File: src/rtl/spi_pkg.sv
// rtl/spi_pkg.sv - shared SPI FSM encodings, default clock divider and byte width
package spi_pkg;

   typedef enum logic [2:0] {
      ST_IDLE = 3'd0,
      ST_XFER = 3'd1,
      ST_WAIT = 3'd2,
      ST_DONE = 3'd3,
      ST_GAP  = 3'd4
   } spi_state_e;

   localparam int SPI_CLK_DIV_DEFAULT = 4;
   localparam int SPI_BYTE_W          = 8;

endpackage

File: src/rtl/spi_clk_gen.sv
// rtl/spi_clk_gen.sv - half-period counter producing sclk and one-cycle rise/fall strobes
module spi_clk_gen
   import spi_pkg::*;
#(
   parameter int CLK_DIV = SPI_CLK_DIV_DEFAULT
) (
   input  logic clk,
   input  logic rst,
   input  logic en,
   input  logic clr,
   output logic sclk,
   output logic rise,
   output logic fall
);

   localparam int CW = $clog2(CLK_DIV);
   localparam logic [CW-1:0] CNT_MAX = CW'(CLK_DIV - 1);

   logic [CW-1:0] cnt_q, cnt_d;
   logic          sclk_q, sclk_d;
   logic          wrap;

   // The strobes mark the cycle whose closing edge moves sclk, so the
   // master can act on the same edge that changes the pin.
   assign wrap = en && !clr && (cnt_q == CNT_MAX);
   assign rise = wrap && !sclk_q;
   assign fall = wrap && sclk_q;
   assign sclk = sclk_q;

   // Count half periods and toggle sclk on each wrap; clear parks sclk low.
   always_comb begin
      cnt_d  = cnt_q;
      sclk_d = sclk_q;
      if (clr) begin
         cnt_d  = '0;
         sclk_d = 1'b0;
      end else if (en) begin
         if (wrap) begin
            cnt_d  = '0;
            sclk_d = !sclk_q;
         end else begin
            cnt_d = cnt_q + 1'b1;
         end
      end
   end

   // Counter and sclk registers.
   always_ff @(posedge clk or posedge rst) begin
      if (rst) begin
         cnt_q  <= '0;
         sclk_q <= 1'b0;
      end else begin
         cnt_q  <= cnt_d;
         sclk_q <= sclk_d;
      end
   end

endmodule

File: src/rtl/spi_master.sv
// rtl/spi_master.sv - mode-0 MSB-first SPI master; SPI_MASTER_LOOPBACK_EN samples mosi instead of miso
module spi_master
   import spi_pkg::*;
#(
   parameter int CLK_DIV = SPI_CLK_DIV_DEFAULT
) (
   input  logic                  clk,
   input  logic                  rst,
   input  logic [SPI_BYTE_W-1:0] tx_data,
   input  logic                  tx_last,
   input  logic                  tx_valid,
   output logic                  tx_ready,
   output logic [SPI_BYTE_W-1:0] rx_data,
   output logic                  rx_valid,
   output logic                  busy,
   output logic                  sclk,
   output logic                  cs,
   output logic                  mosi,
   input  logic                  miso
);

   localparam int CW = $clog2(CLK_DIV);
   localparam logic [CW-1:0] HOLD_MAX = CW'(CLK_DIV - 1);

   spi_state_e            state_q, state_d;
   logic [SPI_BYTE_W-2:0] tx_shift_q, tx_shift_d;
   logic [SPI_BYTE_W-1:0] rx_shift_q, rx_shift_d;
   logic [SPI_BYTE_W-1:0] rx_data_q, rx_data_d;
   logic [2:0]            bit_cnt_q, bit_cnt_d;
   logic [CW-1:0]         hold_cnt_q, hold_cnt_d;
   logic                  last_q, last_d;
   logic                  cs_q, cs_d;
   logic                  mosi_q, mosi_d;
   logic                  rx_pend_q, rx_pend_d;
   logic                  rx_valid_q, rx_valid_d;
   logic                  accept;
   logic                  clk_en, clk_clr;
   logic                  sclk_rise, sclk_fall;
   logic                  miso_src;

`ifdef SPI_MASTER_LOOPBACK_EN
   assign miso_src = mosi_q;
`else
   assign miso_src = miso;
`endif

   assign clk_en  = (state_q == ST_XFER);
   assign clk_clr = !clk_en;

   spi_clk_gen #(
      .CLK_DIV (CLK_DIV)
   ) u_clk_gen (
      .clk  (clk),
      .rst  (rst),
      .en   (clk_en),
      .clr  (clk_clr),
      .sclk (sclk),
      .rise (sclk_rise),
      .fall (sclk_fall)
   );

   assign tx_ready = (state_q == ST_IDLE) || (state_q == ST_WAIT);
   assign accept   = tx_valid && tx_ready;
   assign busy     = (state_q != ST_IDLE);
   assign cs       = cs_q;
   assign mosi     = mosi_q;
   assign rx_data  = rx_data_q;
   assign rx_valid = rx_valid_q;

   // Next state, shift registers and registered pin values.
   always_comb begin
      state_d    = state_q;
      tx_shift_d = tx_shift_q;
      rx_shift_d = rx_shift_q;
      bit_cnt_d  = bit_cnt_q;
      hold_cnt_d = '0;
      last_d     = last_q;
      mosi_d     = mosi_q;
      rx_pend_d  = 1'b0;
      unique case (state_q)
         ST_IDLE, ST_WAIT: begin
            if (accept) begin
               tx_shift_d = tx_data[SPI_BYTE_W-2:0];
               mosi_d     = tx_data[SPI_BYTE_W-1];
               last_d     = tx_last;
               bit_cnt_d  = '0;
               state_d    = ST_XFER;
            end
         end
         ST_XFER: begin
            if (sclk_rise) begin
               rx_shift_d = {rx_shift_q[SPI_BYTE_W-2:0], miso_src};
               bit_cnt_d  = bit_cnt_q + 3'd1;
               rx_pend_d  = (bit_cnt_q == 3'd7);
            end
            // The bit counter has wrapped to 0 only after the 8th rise,
            // so a fall seen with 0 is the last one of the byte.
            if (sclk_fall) begin
               if (bit_cnt_q == 3'd0) begin
                  state_d = last_q ? ST_DONE : ST_WAIT;
               end else begin
                  mosi_d     = tx_shift_q[SPI_BYTE_W-2];
                  tx_shift_d = {tx_shift_q[SPI_BYTE_W-3:0], 1'b0};
               end
            end
         end
         ST_DONE: begin
            if (hold_cnt_q == HOLD_MAX) state_d = ST_GAP;
            else                         hold_cnt_d = hold_cnt_q + 1'b1;
         end
         ST_GAP: begin
            if (hold_cnt_q == HOLD_MAX) state_d = ST_IDLE;
            else                         hold_cnt_d = hold_cnt_q + 1'b1;
         end
         default: state_d = ST_IDLE;
      endcase
      cs_d       = (state_d == ST_IDLE) || (state_d == ST_GAP);
      rx_valid_d = rx_pend_q;
      rx_data_d  = rx_pend_q ? rx_shift_q : rx_data_q;
   end

   // State and datapath registers; reset drops any partial byte.
   always_ff @(posedge clk or posedge rst) begin
      if (rst) begin
         state_q    <= ST_IDLE;
         tx_shift_q <= '0;
         rx_shift_q <= '0;
         rx_data_q  <= '0;
         bit_cnt_q  <= '0;
         hold_cnt_q <= '0;
         last_q     <= 1'b0;
         cs_q       <= 1'b1;
         mosi_q     <= 1'b0;
         rx_pend_q  <= 1'b0;
         rx_valid_q <= 1'b0;
      end else begin
         state_q    <= state_d;
         tx_shift_q <= tx_shift_d;
         rx_shift_q <= rx_shift_d;
         rx_data_q  <= rx_data_d;
         bit_cnt_q  <= bit_cnt_d;
         hold_cnt_q <= hold_cnt_d;
         last_q     <= last_d;
         cs_q       <= cs_d;
         mosi_q     <= mosi_d;
         rx_pend_q  <= rx_pend_d;
         rx_valid_q <= rx_valid_d;
      end
   end

endmodule

File: config.mk
export PLATFORM = sky130hd
export DESIGN_NAME = spi_master
export DESIGN_NICKNAME = d
export VERILOG_FILES = /design/src/rtl/spi_pkg.sv /design/src/rtl/spi_clk_gen.sv /design/src/rtl/spi_master.sv
export SDC_FILE = /design/constraint.sdc
export NUM_CORES = 1
export LEC_CHECK = 0
export CAP_MARGIN = 20
export CORE_MARGIN = 8
export CORE_UTILIZATION = 50
export DETAILED_ROUTE_END_ITERATION = 12
export PLACE_DENSITY_LB_ADDON = 0.3
export SYNTH_ARGS = -nofsm -noshare
export SYNTH_HDL_FRONTEND = slang
export SYNTH_SLANG_ARGS = --single-unit
File: constraint.sdc
create_clock -name clk -period 1.9 [get_ports clk]
set_clock_uncertainty 0.15 [all_clocks]
set_input_delay 0.38 -clock clk [delete_from_list [all_inputs] [get_ports clk]]
set_output_delay 0.38 -clock clk [all_outputs]
set_load 0.01 [all_outputs]
Word level (Yosys, flattened, before mapping) --
Index checks and enable logic that the tools add are counted.
Storage, ports and cells: flip-flop bits (word level) 39, bits of input ports 13, output and inout bits 14, word-level logic and storage cells 73
Operators by class: add/subtract/negate cells 3, equality and inequality tests 13, mux-type cells 26, reduce and logical (&&, ||, !) cells 18
Operator list (number):
- 3-bit 2-to-1 mux | 7
- 7-bit 2-to-1 mux | 3
- 7-bit one-hot mux with 2 select lines | 1
- 3-bit one-hot mux with 4 select lines | 1
- 3-bit == test (second input constant) | 3
- 3-bit zero test | 3
- 1-bit 2-to-1 mux | 8
- 2-bit 2-to-1 mux | 4
- 3-bit by 2-bit == test with 1-bit output (second input constant) | 2
- 2-bit by 1-bit != test with 1-bit output (second input constant) | 3
- 3-bit one-hot mux with 2 select lines | 1
- 2-bit by 1-bit adder with 2-bit output (second input constant) | 2
- 2-bit == test (second input constant) | 2
- 1-bit logical AND | 4
- 2-bit != test (second input constant) | 2
- 2-bit AND reduction | 2
- 4-bit AND reduction | 1
- 2-bit OR reduction | 2
- 3-bit by 1-bit adder with 3-bit output (second input constant) | 1
- 3-bit by 1-bit == test with 1-bit output (second input constant) | 1
- 3-bit AND reduction | 1
- 3-bit nonzero test | 1
- 1-bit logical OR | 2
- 1-bit one-hot mux with 2 select lines | 1
- 2 further kinds | 2

Depth between registers and ports, before layout --
Gate-level depths: netlist of run 1.
word-level depth 7, mapped depth 6, mapped depth without buffers 5

Modules after synthesis --
Synthesis of run 1 repeated with hierarchy kept, for this count alone.
Unflattened totals: cells, all modules 138, area total of the unflattened synthesis 1789.2 µm²
By module, submodules not included:
- spi_master | instances 1, cells an instance 122, area each 1622.8 µm², seq. area each 902.1 µm²
- spi_clk_gen | instances 1, cells an instance 16, area each 166.4 µm², seq. area each 75.1 µm²

Worst setup path before layout of run 1 --
OpenSTA, ideal clock, no wires.
path type register to register, from register bit_cnt_q[0], to register tx_shift_q[1], arrival time 1.346 ns, required time 1.624 ns, path slack 0.278 ns, cell stages (with the launch flop) 7, buffers on the path 1, cell sequence dfrtp_1 inv_1 ha_1 nand2b_1 and4_1 buf_2 a221o_1
On the way: word-level cells in the longest chain between the ends 3
Ends and longest elaborated chain:
- from (decl) | RTL line spi_master.sv:29 | logic [2:0] bit_cnt_q, bit_cnt_d;
- from (signal assigned) | RTL line spi_master.sv:141 | bit_cnt_q <= bit_cnt_d;
- 3-bit zero test | RTL line spi_master.sv:99 | if (bit_cnt_q == 3'd0) begin
- 2-bit != test (no line)
- 4-bit AND reduction (no line)
- to (signal assigned) | RTL line spi_master.sv:138 | tx_shift_q <= tx_shift_d;
- to (decl) | RTL line spi_master.sv:26 | logic [SPI_BYTE_W-2:0] tx_shift_q, tx_shift_d;
No other way between the ends. A chain may end at the register's enable or synchronous reset.

Final worst setup path of run 1 --
from register state_q[0], to output port busy
On the way: word-level cells in the longest chain between the ends 1
Ends and longest elaborated chain:
- from (decl) | RTL line spi_master.sv:25 | spi_state_e state_q, state_d;
- from (signal assigned) | RTL line spi_master.sv:137 | state_q <= state_d;
- 3-bit nonzero test | RTL line spi_master.sv:64 | assign busy = (state_q != ST_IDLE);
- to (decl) | RTL line spi_master.sv:15 | output logic busy,
No other way between the ends.

==> out/qor.csv, run 1 <==
metric,value,unit
critical path class,reg -> out,
FF-to-FF setup slack,0.11,ns
IO buf count,26,
CP startpoint kind,flip-flop,
Max Cap Viol,0,
HPWL after detailed placement,2209,um
"Reg clk slew, reported paths",0.11,ns
Sw Pwr,291.4,uW
fin crit share,97.47,%
Fmax,0.5400,GHz
Post-Place Setup Slack,-0.04536,ns
register area share after synthesis,55.67,%
pin count of the biggest net entering global routing,40,
Initial DRC Count,53,
fin worst setup slack,0.04812,ns
Post-synth top flop,dfrtp_1,
Clk pwr share,30.7,%
number of global-route vias before repair,1206,
TNS Setup,0,ns
CP Max Fanout,2,
Post-CTS Hold Buffers,0,
"Area growth, synth to finish",22.95,%
All-Layer GR Usage,11.79,%
first-pass GRT wire length,5202,um
Congestion Overflow GR,0,
core area,0.003363,mm2
Synth Register Bits,39,
Avg Inst Size Synth,13.61,um2
fill count,301,
top-count cell post-synth,dfrtp_1,
routed length per placed instance,14.71,um
"EDFF count, synth",0,
Mapped Nets,147,
Via density,5.310,
PD cells,610.9,mW/mm2
Placed Instance Area,0.002102,mm2
largest cells by area after synthesis,"dfrtp_1, mux2_4, mux2_2",
Seq pwr share,64.4,%
CTS Root Cell,clkbuf_4,
DIE HEIGHT,75.25,um
maximum VDD drop,361.2,uV
CP Capture Type,primary output,
clk buf depth,2,
cts bufs inserted,5,
share of the synthesized area in the top cell type,54.17,%
worst rel slew slack,76.49,%
"Slew Viols, Final",0,
Post-synth ARST share,100.0,%
CP Cell Sequence,"or3_1, clkdlybuf4s15_1",
cell area after layout,0.002158,mm2
vias,1115,
"Warnings, synthesis",0,
Total Wirelength,3090,um
clk_lat worst skew,0.33,ns
RSZ-0062 raised after global routing,no,
CTS Sinks,39,
Residual DRC,0,
Post-synth top cells,"dfrtp_1, mux2_4, mux2_2, and2_1, a221o_1",
die area,0.005663,mm2
synth unique cells,36,
TritonCTS clock tree,yes,
die width,75.25,um
I/O Pins,27,
final setup fails,0,
minimum clock period,1.852,ns
final hold vios,0,
antenna fix cells,0,
routability cong.,0.7772,
worst endpoint required time,1.37,ns
Final ANT Viol Nets,0,
hold_ws,0.2413,ns
Comb pwr share,5.0,%
Final nets,181,
Starting Density,52.19,%
Worst Path Arrival,1.32,ns
Tightest Hold Check Type,in -> async,
status,"finished, final reports clean",
Row Count,21,
Worst path max stage delay,0.39,ns
Internal,1027,uW
Worst-Margin Slew,0.3527,ns
LEAKAGE,0.001044,uW
Sw Share,22.10,%
Synth area leader,dfrtp_1,
H-tree depth,2,
Mapped Area,0.001755,mm2
initial antenna violation count,0,
Gate Count Post-Synth,129,
share of layout cells above drive strength 1,25.61,%
slowest CP cell,dfrtp_1,
Detailed Routing Iterations Pass 1,4,
## kinds of logic (layout without fill, tap and decap cells)
kind of cell | after synthesis | count (layout) | share of synthesized area (%)
DFF | 39 | 39 | 55.67
and+or+nand+nor | 34 | 34 | 13.12
AOI/OAI and AO/OA | 20 | 20 | 9.766
muxes | 20 | 20 | 14.90
buffers and inverters | 10 | 45 | 2.494
adders and majority gates | 5 | 5 | 3.564
xor gates and xnor gates | 1 | 1 | 0.4990
## sequential cells by signal, indices dropped and copies added, names as in the netlist
name	flops
rx_valid	1
bit_cnt_q	3
cs	1
rx_shift_q	8
rx_data	8
rx_pend_q	1
tx_shift_q	7
state_q	3
last_q	1
u_clk_gen.cnt_q	2
u_clk_gen.sclk	1
hold_cnt_q	2
mosi	1
## repair_timing
| action | 4_1_cts | 5_1_grt |
|---|---|---|
| setup buffers | 0 | 1 |
| pin swaps | 0 | 0 |
| resized for setup | 5 | 0 |
| hold endpoints to repair | 0 | 0 |
| setup endpoints to repair | 4 | 1 |
## final timing paths
| check | from | cells past startpoint | end |
|---|---|---|---|
| setup / recovery | state_q[0]$_DFF_PP0_ | 2 | busy |
| max in group asynchronous | rst | 3 | cs$_DFF_PP1_ |
| setup reg to reg | u_clk_gen.cnt_q[0]$_DFF_PP0_ | 4 | rx_shift_q[6]$_DFFE_PP0P_ |
| hold / removal | rst | 3 | rx_data[3]$_DFFE_PP0P_ |
| hold reg to reg | hold_cnt_q[0]$_DFF_PP0_ | 1 | hold_cnt_q[0]$_DFF_PP0_ |
| min in group clk | hold_cnt_q[0]$_DFF_PP0_ | 1 | hold_cnt_q[0]$_DFF_PP0_ |
## worst max-delay path: cells and delay by family (launching register included)
family	cells	cell delay, ns
DFF	1	0.39
buffers and inverters	1	0.24
and+or+nand+nor	1	0.36
## through the flow
stage,cells,util (%),power [uW]
2_1_floorplan,129,-,889.6
6_report,210,64.17,1319
3_5_place_dp,201,62.50,931.7
4_1_cts,209,63.95,1325
3_3_place_gp,201,62.50,929.1
5_1_grt,210,64.17,1369
## final cells by class
class                      instances  area (um2)  share of cell area (%)
timing repair buffer              33       322.8                   14.96
multi-input combinational         80       734.5                   34.03
inverter                           4       15.01                  0.6957
clock inverter                     1       5.005                  0.2319
tap                               46       57.56                   2.667
sequential                        39       978.4                   45.33
clock buffer                       7       45.04                   2.087
## cells in the final DEF, fill, tap and decap left out, types with 2 or more instances in the layout
master / Yosys / final
clkdlybuf4s50_1: 0 / 23
clkbuf_4: 0 / 5
mux2_2: 9 / 9
nor2b_1: 4 / 4
nor3_1: 2 / 2
nor3b_2: 2 / 2
ha_1: 5 / 5
nand2_1: 2 / 2
dfrtp_1: 38 / 37
buf_4: 0 / 6
o21ai_0: 3 / 3
and2_1: 8 / 8
nand2b_1: 4 / 4
a221o_1: 7 / 7
clkbuf_1: 1 / 2
nor2_1: 5 / 5
inv_1: 4 / 4
dlygate4sd2_1: 0 / 2
mux2_4: 10 / 10
## routing by layer
metal	vias up	global-route usage (%)	share of wire [%]
li1	530	-	-
met1	548	13.29	45
met2	30	20.54	48
met3	7	3.595	5.7
met4	0	4.051	1.2
met5	-	0	0
## power groups by stage
stage	Clock, uW	Combinational [uW]	Sequential [uW]
final	405	65.5	848
after floorplan	0	27.1	862
after detailed placement	0	67.1	865
after global placement	0	65.2	864
after CTS	410	67.3	849
after global routing	446	72.7	850
Note: power is estimated with default switching activity, not from simulation.
==> inputs of run 2 (changes only) <==
--- a/config.mk
+++ b/config.mk
@@ -5,6 +5,7 @@
 export SDC_FILE = /design/constraint.sdc
 export NUM_CORES = 1
 export LEC_CHECK = 0
+export ABC_CLOCK_PERIOD_IN_PS = 1900
 export CAP_MARGIN = 20
 export CORE_MARGIN = 8
 export CORE_UTILIZATION = 50
==> results of run 2 <==
No change in the layout: final DEF, timing and power equal those of run 1.
